## src/rtl/wb_reg_pkg.sv

```systemverilog
// wb_reg_pkg: shared write-mode and handshake-state types for the register bank
package wb_reg_pkg;
    typedef enum logic [1:0] {
        WB_REG_WRITE,
        WB_REG_SET,
        WB_REG_CLEAR,
        WB_REG_TOGGLE
    } wb_reg_mode_t;
    typedef enum logic {
        WB_IDLE,
        WB_RESP
    } wb_reg_state_t;
endpackage

```

## src/rtl/wb_reg_bank_if.sv

```systemverilog
// wishbone_b3: classic-cycle Wishbone B3 bus bundle with master/slave views
interface wishbone_b3 #(
    parameter int DATA_WIDTH   = 32,
    parameter int SELECT_WIDTH = 4,
    parameter int ADR_WIDTH    = 32
);
    logic                    cyc;
    logic                    stb;
    logic                    we;
    logic [ADR_WIDTH-1:0]    adr;
    logic [SELECT_WIDTH-1:0] sel;
    logic [DATA_WIDTH-1:0]   dat_m2s;
    logic [DATA_WIDTH-1:0]   dat_s2m;
    logic                    ack;
    logic                    err;
    logic                    rty;
    modport master (output cyc, stb, we, adr, sel, dat_m2s, input dat_s2m, ack, err, rty);
    modport slave  (input cyc, stb, we, adr, sel, dat_m2s, output dat_s2m, ack, err, rty);
endinterface

```

## src/rtl/wb_reg_merge.sv

```systemverilog
// wb_reg_merge: per-granule overwrite/set/clear/toggle of one register word
module wb_reg_merge
    import wb_reg_pkg::*;
#(
    parameter int DATA_WIDTH   = 32,
    parameter int SELECT_WIDTH = 4
) (
    input  logic [DATA_WIDTH-1:0]   old_i,
    input  logic [DATA_WIDTH-1:0]   data_i,
    input  logic [SELECT_WIDTH-1:0] sel_i,
    input  wb_reg_mode_t            mode_i,
    output logic [DATA_WIDTH-1:0]   new_o
);
    localparam int GW = DATA_WIDTH / SELECT_WIDTH;
    for (genvar g = 0; g < SELECT_WIDTH; g++) begin : gran
        logic [GW-1:0] o, d, m;
        assign o = old_i[g*GW +: GW];
        assign d = data_i[g*GW +: GW];
        assign m = mode_i == WB_REG_SET    ? o | d  :
                   mode_i == WB_REG_CLEAR  ? o & ~d :
                   mode_i == WB_REG_TOGGLE ? o ^ d  : d;
        assign new_o[g*GW +: GW] = sel_i[g] ? m : o;
    end
endmodule

```

## src/rtl/wb_reg_bank.sv

```systemverilog
// wb_reg_bank: Wishbone B3 register bank with write modes, byte lanes and self-clearing bits
module wb_reg_bank
    import wb_reg_pkg::*;
#(
    parameter int                    DATA_WIDTH   = 32,
    parameter int                    SELECT_WIDTH = 4,
    parameter int                    NUM_REGS     = 4,
    parameter logic [DATA_WIDTH-1:0] RESET_PAT    = '0,
    parameter logic [DATA_WIDTH-1:0] AUTOCLR_MASK = '0
) (
    input  logic                                clk,
    input  logic                                reset_n,
    wishbone_b3.slave                           bus,
    output logic [NUM_REGS-1:0][DATA_WIDTH-1:0] out,
    output logic [NUM_REGS-1:0]                 changed
);
    localparam int SELECT_BITS = $clog2(SELECT_WIDTH);
    localparam int IDX_W = NUM_REGS > 1 ? $clog2(NUM_REGS) : 1;
    localparam logic [DATA_WIDTH-1:0] KEEP = ~AUTOCLR_MASK;

    wb_reg_state_t                       state_q, state_d;
    logic [NUM_REGS-1:0][DATA_WIDTH-1:0] regs_q, regs_d;
    logic [NUM_REGS-1:0]                 changed_q, changed_d;
    logic                                ack_q, ack_d, err_q, err_d;
    logic [DATA_WIDTH-1:0]               dat_q, dat_d, old, merged;
    logic [IDX_W-1:0]                    idx;
    logic                                in_range, accept, wr;
    wb_reg_mode_t                        mode;

    assign idx      = NUM_REGS > 1 ? bus.adr[SELECT_BITS+2 +: IDX_W] : '0;
    assign mode     = wb_reg_mode_t'(bus.adr[SELECT_BITS +: 2]);
    assign in_range = int'(idx) < NUM_REGS;
    assign old      = in_range ? regs_q[idx] : '0;

    // Self-clearing bits always merge from 0 so a pulse never survives a second edge
    wb_reg_merge #(.DATA_WIDTH(DATA_WIDTH), .SELECT_WIDTH(SELECT_WIDTH)) u_merge (
        .old_i  (old & KEEP),
        .data_i (bus.dat_m2s),
        .sel_i  (bus.sel),
        .mode_i (mode),
        .new_o  (merged)
    );

    always_ff @(posedge clk or negedge reset_n) begin
        if (!reset_n) state_q <= WB_IDLE;
        else          state_q <= state_d;
    end

    always_comb begin
        accept    = state_q == WB_IDLE && bus.cyc && bus.stb;
        wr        = accept && bus.we && in_range;
        state_d   = accept ? WB_RESP : WB_IDLE;
        ack_d     = accept && in_range;
        err_d     = accept && !in_range;
        dat_d     = accept ? old : dat_q;
        regs_d    = regs_q;
        changed_d = '0;
        for (int i = 0; i < NUM_REGS; i++) begin
            regs_d[i]    = (wr && int'(idx) == i) ? merged : regs_q[i] & KEEP;
            changed_d[i] = regs_d[i] != regs_q[i];
        end
    end

    always_ff @(posedge clk or negedge reset_n) begin
        if (!reset_n) begin
            regs_q    <= {NUM_REGS{RESET_PAT & KEEP}};
            changed_q <= '0;
            ack_q     <= 1'b0;
            err_q     <= 1'b0;
            dat_q     <= '0;
        end else begin
            regs_q    <= regs_d;
            changed_q <= changed_d;
            ack_q     <= ack_d;
            err_q     <= err_d;
            dat_q     <= dat_d;
        end
    end

    assign bus.dat_s2m = dat_q;
    assign bus.ack     = ack_q;
    assign bus.err     = err_q;
    assign bus.rty     = 1'b0;
    assign out         = regs_q;
    assign changed     = changed_q;
endmodule

```

## src/flat_wrapper.sv

```systemverilog
// flat-port wrapper written by rule: the top's interface ports become plain ports
module wb_reg_bank_flat import wb_reg_pkg::*;
#(
    parameter int                    DATA_WIDTH   = 32,
    parameter int                    SELECT_WIDTH = 4,
    parameter int                    NUM_REGS     = 4,
    parameter logic [DATA_WIDTH-1:0] RESET_PAT    = '0,
    parameter logic [DATA_WIDTH-1:0] AUTOCLR_MASK = '0
)
  (clk, reset_n, out, changed, bus_cyc, bus_stb, bus_we, bus_adr, bus_sel, bus_dat_m2s, bus_dat_s2m, bus_ack, bus_err, bus_rty);
  wishbone_b3 #(.ADR_WIDTH(8), .DATA_WIDTH(DATA_WIDTH), .SELECT_WIDTH(SELECT_WIDTH)) bus_i ();
  input  logic clk;
  input  logic reset_n;
  output logic [NUM_REGS-1:0][DATA_WIDTH-1:0] out;
  output logic [NUM_REGS-1:0] changed;
  input wire logic [$bits(bus_i.cyc)-1:0] bus_cyc;
  input wire logic [$bits(bus_i.stb)-1:0] bus_stb;
  input wire logic [$bits(bus_i.we)-1:0] bus_we;
  input wire logic [$bits(bus_i.adr)-1:0] bus_adr;
  input wire logic [$bits(bus_i.sel)-1:0] bus_sel;
  input wire logic [$bits(bus_i.dat_m2s)-1:0] bus_dat_m2s;
  output wire logic [$bits(bus_i.dat_s2m)-1:0] bus_dat_s2m;
  output wire logic [$bits(bus_i.ack)-1:0] bus_ack;
  output wire logic [$bits(bus_i.err)-1:0] bus_err;
  output wire logic [$bits(bus_i.rty)-1:0] bus_rty;
  assign bus_i.cyc = bus_cyc;
  assign bus_i.stb = bus_stb;
  assign bus_i.we = bus_we;
  assign bus_i.adr = bus_adr;
  assign bus_i.sel = bus_sel;
  assign bus_i.dat_m2s = bus_dat_m2s;
  assign bus_dat_s2m = bus_i.dat_s2m;
  assign bus_ack = bus_i.ack;
  assign bus_err = bus_i.err;
  assign bus_rty = bus_i.rty;
  wb_reg_bank #(.DATA_WIDTH(DATA_WIDTH), .SELECT_WIDTH(SELECT_WIDTH), .NUM_REGS(NUM_REGS), .RESET_PAT(RESET_PAT), .AUTOCLR_MASK(AUTOCLR_MASK)) u_core (.clk(clk), .reset_n(reset_n), .bus(bus_i), .out(out), .changed(changed));
endmodule
```

## config.mk

```make
export PLATFORM = sky130hd
export DESIGN_NAME = wb_reg_bank_flat
export DESIGN_NICKNAME = d
export VERILOG_FILES = /design/src/rtl/wb_reg_pkg.sv /design/src/rtl/wb_reg_bank_if.sv /design/src/rtl/wb_reg_merge.sv /design/src/rtl/wb_reg_bank.sv /design/src/flat_wrapper.sv
export SDC_FILE = /design/constraint.sdc
export NUM_CORES = 1
export LEC_CHECK = 0
export CAP_MARGIN = 5
export CORE_UTILIZATION = 35
export DETAILED_ROUTE_END_ITERATION = 10
export GPL_ROUTABILITY_DRIVEN = 0
export HOLD_SLACK_MARGIN = 0.06
export PLACE_DENSITY = 0.7
export RECOVER_POWER = 100
export SLEW_MARGIN = 20
export SYNTH_ARGS = -nofsm -noshare
export SYNTH_HDL_FRONTEND = slang
export SYNTH_SLANG_ARGS = --single-unit
```

## constraint.sdc

```tcl
create_clock -name clk -period 4.14 [get_ports clk]
set_clock_uncertainty 0.2 [all_clocks]
set_input_delay 1.242 -clock clk [delete_from_list [all_inputs] [get_ports clk]]
set_output_delay 1.242 -clock clk [all_outputs]
set_load 0.005 [all_outputs]
```

Yosys cells after proc, flatten, opt, wreduce, memory -nomap -nowiden --
Index checks and enable logic that the tools add are counted. W data, S select, Z words.
Storage, ports and cells: register bits after elaboration 166, input bits 49, output and inout bits 167, logic and storage cells 67
Cells by class: $lt $le $gt $ge 1, equality and inequality tests 10, multiplexer cells 23, bitwise operators 17, reduce and logical (&&, ||, !) cells 8
Operators with widths (number):
- $mux W32 | 5
- $mux W8 | 16
- $ne A32 B32 Y1 | 4
- $bmux W32 S2 | 1
- $and A8 B8 Y8 | 4
- $not A8 Y8 | 4
- $or A8 B8 Y8 | 4
- $xor A8 B8 Y8 | 4
- $eq A2 B2 Y1 const B | 4
- $logic_and A1 B1 Y1 | 7
- $eq A2 B1 Y1 const B | 2
- $lt A2 B3 Y1 const B | 1
- $logic_not A2 Y1 | 1
- $mux W1 | 1
- $not A1 Y1 | 1

Logic depth before layout (Yosys ltp) --
word-level depth 9, mapped depth 15, mapped depth without buffers 11

By module --
Synthesis repeated with hierarchy kept, for this count alone.
Unflattened totals: cell total of the unflattened synthesis 989, area, all modules 10837.9 um^2
Modules (own cells, without submodules):
- wb_reg_bank | times used 1, cells an instance 707, area an instance 8588.2 um^2, seq. area each 4129.0 um^2
- wb_reg_merge | times used 1, cells an instance 282, area an instance 2249.7 um^2, seq. area each 0.0 um^2

Worst setup path after synthesis --
OpenSTA, ideal clock, no wires.
kind input-to-reg, start point input bus_adr[5], end point register u_core.changed_q[1] (netlist: u_core.changed[1]), library setup time 124 ps, data arrival time 3790 ps, data required time 3816 ps, slack 26 ps, stages on the path 12, path buffers 3, cells stage by stage buf_6 -> buf_12 -> clkbuf_1 -> mux4_2 -> inv_1 -> ha_1 -> mux4_2 -> mux2i_4 -> xnor2_1 -> nor4_1 -> nand2_1 -> o31a_1
On the way: longest elaborated chain between the ends 9, elaborated cells on any way between the ends 34, those cells by class 2 x eq/ne; 19 x mux; 12 x bitwise; 1 x reduce/logical
RTL lines:
- start: declaration | line flat_wrapper.sv:19 | input wire logic [$bits(bus_i.adr)-1:0] bus_adr;
- $bmux W32 S2 (*) | line wb_reg_bank.sv:33 | assign old = in_range ? regs_q[idx] : '0;
- $mux W32 (not written as such) (*) | line wb_reg_bank.sv:33
- named net u_core.old[29] | line wb_reg_bank.sv:25 | logic [DATA_WIDTH-1:0] dat_q, dat_d, old, merged;
- $xor A8 B8 Y8 | line wb_reg_merge.sv:21 | mode_i == WB_REG_TOGGLE ? o ^ d : d;
- $mux W8 | line wb_reg_merge.sv:21
- $mux W8 | line wb_reg_merge.sv:20 | mode_i == WB_REG_CLEAR ? o & ~d :
- $mux W8 | line wb_reg_merge.sv:19 | assign m = mode_i == WB_REG_SET ? o | d :
- $mux W8 (*) | line wb_reg_merge.sv:22 | assign new_o[g*GW +: GW] = sel_i[g] ? m : o;
- $mux W32 (*) | line wb_reg_bank.sv:59 | regs_d[i] = (wr && int'(idx) == i) ? merged : regs_q[i] & KEEP;
- $ne A32 B32 Y1 (*) | line wb_reg_bank.sv:60 | changed_d[i] = regs_d[i] != regs_q[i];
- named net u_core.changed_d[1] | line wb_reg_bank.sv:23 | logic [NUM_REGS-1:0] changed_q, changed_d;
- end signal: assignment | line wb_reg_bank.sv:73 | changed_q <= changed_d;
- end: declaration | line wb_reg_bank.sv:23
The timed path passes the listed nets; every way through them passes the cells marked *. The select of a mux whose other input is x is not followed. A chain may end at the register's enable or synchronous reset.

Worst setup path in the final report --
start point input bus_adr[4], end point register u_core.changed_q[2] (netlist: u_core.changed[2])
The elaborated chain is that of the path after synthesis.

==> flow_metrics.py <==
metrics = {
    "floorplanning": {
        "num_rows": 63,
        "core-area_um2": 29900,
        "die_outline_height_um": 177,
        "initial_utilization_pct": 35.8,
        "fp.dieArea_um2": 31200,
        "die_width_um": 177,
        "num_io_pins": 216,
    },
    "hold_path": {
        "number_of_stages_on_the_worst_hold_path": 2,
        "hold_path_class": "register to register",
        "hold_path_end": "u_core.bus.dat_s2m[23]$_DFFE_PN0N_",
        "hold_path.startpoint": "u_core.bus.dat_s2m[23]$_DFFE_PN0N_",
    },
    "setup_path": {
        "path_max_fanout": 12,
        "critPathRequiredTime_ns": 4.24,
        "critical_path.cell_chain": "buf_6 > buf_12 > mux4_2 > inv_1 > ha_1 > mux4_2 > mux2i_4 > buf_4 > xor2_1 > nand4_1 > nor4_1 > a21oi_1",
        "worst_setup_path_end_kind": "register",
        "timing.critical_path.slowest_stage_cell": "mux4_2",
        "worst_r2r_dst": "u_core.changed[2]$_DFF_PN0_",
        "worstPathBufferInverterCount": 4,
        "worst_path_dominant_cell_family": "multiplexers",
        "worst_r2r_path_depth": 10,
        "timing.setup.critical_path_class": "input port to register",
        "timing.critical_path.arrival_ns": 4.17,
        "crit_top_cell": "mux4_2",
        "critical_path.reg2reg.startpoint": "u_core.out[122]$_DFF_PN0_",
        "worstSetupStartpointType": "input port",
        "cpPeakStageDelay_ns": 0.58,
        "r2r_slack_ns": 0.64,
    },
    "clock_tree": {
        "clock_tree.buffer_depth": 2,
        "tritoncts": "built",
        "cts_num_sinks": 165,
        "cts_root_buf": "clkbuf_16",
        "worst_skew_late_latency_ns": 0.44,
        "tritoncts.num_buffers": 17,
        "clk_transition_reported_paths_ns": 0.08,
        "htreeDepth": 4,
    },
    "job": {
        "drv_cap": 1,
    },
    "finish": {
        "fin_area_um2": 14600,
        "most-common-layout-cells": "nand2_1, dlygate4sd3_1, dfrtp_1, o21ai_0, buf_4",
        "antenna_cells": 0,
        "num-fill-cells": 2739,
        "layout.nets": 1520,
        "mostFrequentLayoutCell": "nand2_1",
        "layout-drive-gt1-share_pct": 16.4,
        "layout.core_utilization_pct": 48.9,
        "synthToLayoutAreaGrowth_pct": 36.7,
    },
    "yosys": {
        "postSynthAreaPerCell_um2": 9.74,
        "synthesis.yosys.warnings": 0,
        "synth.top_cells.by_area": "dfrtp_1, ha_1, o21ai_0, nand2_1, mux4_2",
        "postSynthRegisterBits": 165,
        "ys_types": 49,
        "synth-edff-count": 0,
        "synth_sequential_area_ratio_pct": 38.6,
        "syn-cell-area_um2": 10700,
        "ys_dominant_reg_cell": "dfrtp_1",
        "synthArstFlopShare_pct": 100,
        "yosys.area.top_type_share_pct": 38.6,
        "netlist_instances": 1097,
        "netlist.top_cell.by_area": "dfrtp_1",
    },
    "run_status": {
        "status": "finished with violations",
        "violations": "max-capacitance violations, max-slew violations",
    },
    "timing": {
        "hold_violations": 0,
        "fmax_mhz": 245,
        "tns_ns": 0,
        "finalWorstPathRequiredPeriod_ns": 4.07,
        "timing.final.max_slew_violations": 91,
        "finalWorstSetupSlack_ns": 0.0652,
        "fin_worst_hold_slack_ns": 0.274,
        "tightest_slew_ns": 2.39,
        "slew_headroom_pct": -59.2,
        "final.period_utilization_pct": 98.4,
        "setup-violations-final": 0,
        "unrepaired_setup_endpoints_after_global_routing": "no",
    },
    "global_route": {
        "overflow": 0,
        "largest_net_degree_at_the_start_of_global_routing": 91,
        "global_route.usage.total_pct": 24.5,
        "initial_antenna_violation_count": 0,
        "grt_pass1_wl_um": 57100,
        "grt_pass1_vias": 9541,
    },
    "route": {
        "finalWirelength_um": 37600,
        "dr.first_iter.drc_count": 731,
        "drcViolationCount": 0,
        "average_wire_per_standard_cell_um": 20.8,
        "viasPerCell": 5.25,
        "vias": 9509,
        "drt-pass1-iter-count": 5,
        "antenna_left": 0,
    },
    "placed_design": {
        "portBuffers": 209,
        "detailed_place.area_um2": 14100,
        "dpl.hpwl_um": 29500,
        "preCtsSetupSlack_ns": -0.507,
    },
    "power_and_ir_drop": {
        "irDropWorstVdd_mv": 0.278,
        "p_leak_uw": 0.00692,
        "cellPowerDensity_nw_per_um2": 474,
    },
}
[how the worst max path moves through the flow]
stage                    start                     endpoint  cells past startpoint
floorplan           bus_adr[5]  u_core.changed[1]$_DFF_PN0_                     12
global placement    bus_adr[4]  u_core.changed[3]$_DFF_PN0_                     14
detailed placement  bus_adr[4]  u_core.changed[2]$_DFF_PN0_                     10
CTS                 bus_adr[4]  u_core.changed[2]$_DFF_PN0_                     11
global route        bus_adr[4]  u_core.changed[1]$_DFF_PN0_                     11
finish              bus_adr[4]  u_core.changed[2]$_DFF_PN0_                     12
[per-layer routing]
metal  wire (um)  global-route usage [%]  share of wire (%)
met1       16900                    34.5                 45
met2       16100                    36.4                 43
met3        3160                    5.03                8.4
met4        1480                    10.0                3.9
met5           0                       0                  0
[synth_stat cells (13+ instances only)]
library cell / number
xor2_1: 56
inv_1: 75
nand2_1: 183
nand4_1: 26
dfrtp_1: 165
xnor2_1: 63
nor2_1: 23
a21oi_1: 23
buf_2: 13
mux4_2: 28
clkbuf_1: 39
mux2i_1: 43
o21ai_0: 160
nor4_1: 13
ha_1: 64
[flip-flops by register name, indices dropped and copies added, names as in the netlist]
name and flops:
u_core.out 128, u_core.bus.dat_s2m 32, u_core.changed 4, u_core.bus.ack 1
[report_power, final]
group | switching [uW] | internal (uW)
sequential | 469 | 1950
clock | 783 | 808
combinational | 1430 | 1500
[worst register-to-register path: stages, from the launching register on]
cell,delay (ns)
dfrtp_1,0.46
mux4_2,0.58
inv_1,0.12
ha_1,0.23
mux4_2,0.51
mux2i_4,0.32
xor2_1,0.24
nand4_1,0.18
nor4_1,0.32
buf_4,0.17
a21oi_1,0.06
[what timing repair did]
item,CTS,global route
setup buffers,0,0
hold buffers,0,0
pin swaps,0,1
resized for setup,1,3
endpoints found under the setup margin,4,4
[stage by stage]
step | instances | power (uW)
finish | 1810 | 6930
floorplan | 1098 | 3660
detailed placement | 1778 | 5490
global route | 1810 | 7280
CTS | 1810 | 7090
global placement | 1778 | 5390
[cell type report]
type / instances / area [um^2] / share of cell area [%]
Clock buffer: 17 / 425 / 2.91
Sequential cell: 165 / 4130 / 28.3
Clock inverter: 15 / 158 / 1.08
Multi-Input combinational cell: 782 / 5900 / 40.3
Inverter: 80 / 300 / 2.05
Timing Repair Buffer: 361 / 3220 / 22.0
Tap cell: 390 / 488 / 3.34
[cells by family after synthesis]
logic type	after synthesis	share of synthesized area, %
AOI/OAI and AO/OA	230	12.9
DFF	165	38.6
and+or+nand+nor	269	10.9
xor gates and xnor gates	119	9.75
buffers and inverters	151	6.27
adders and majority gates	64	7.49
other	1	0.0351
muxes	98	14.0
Note: power is estimated with default switching activity, not from simulation.
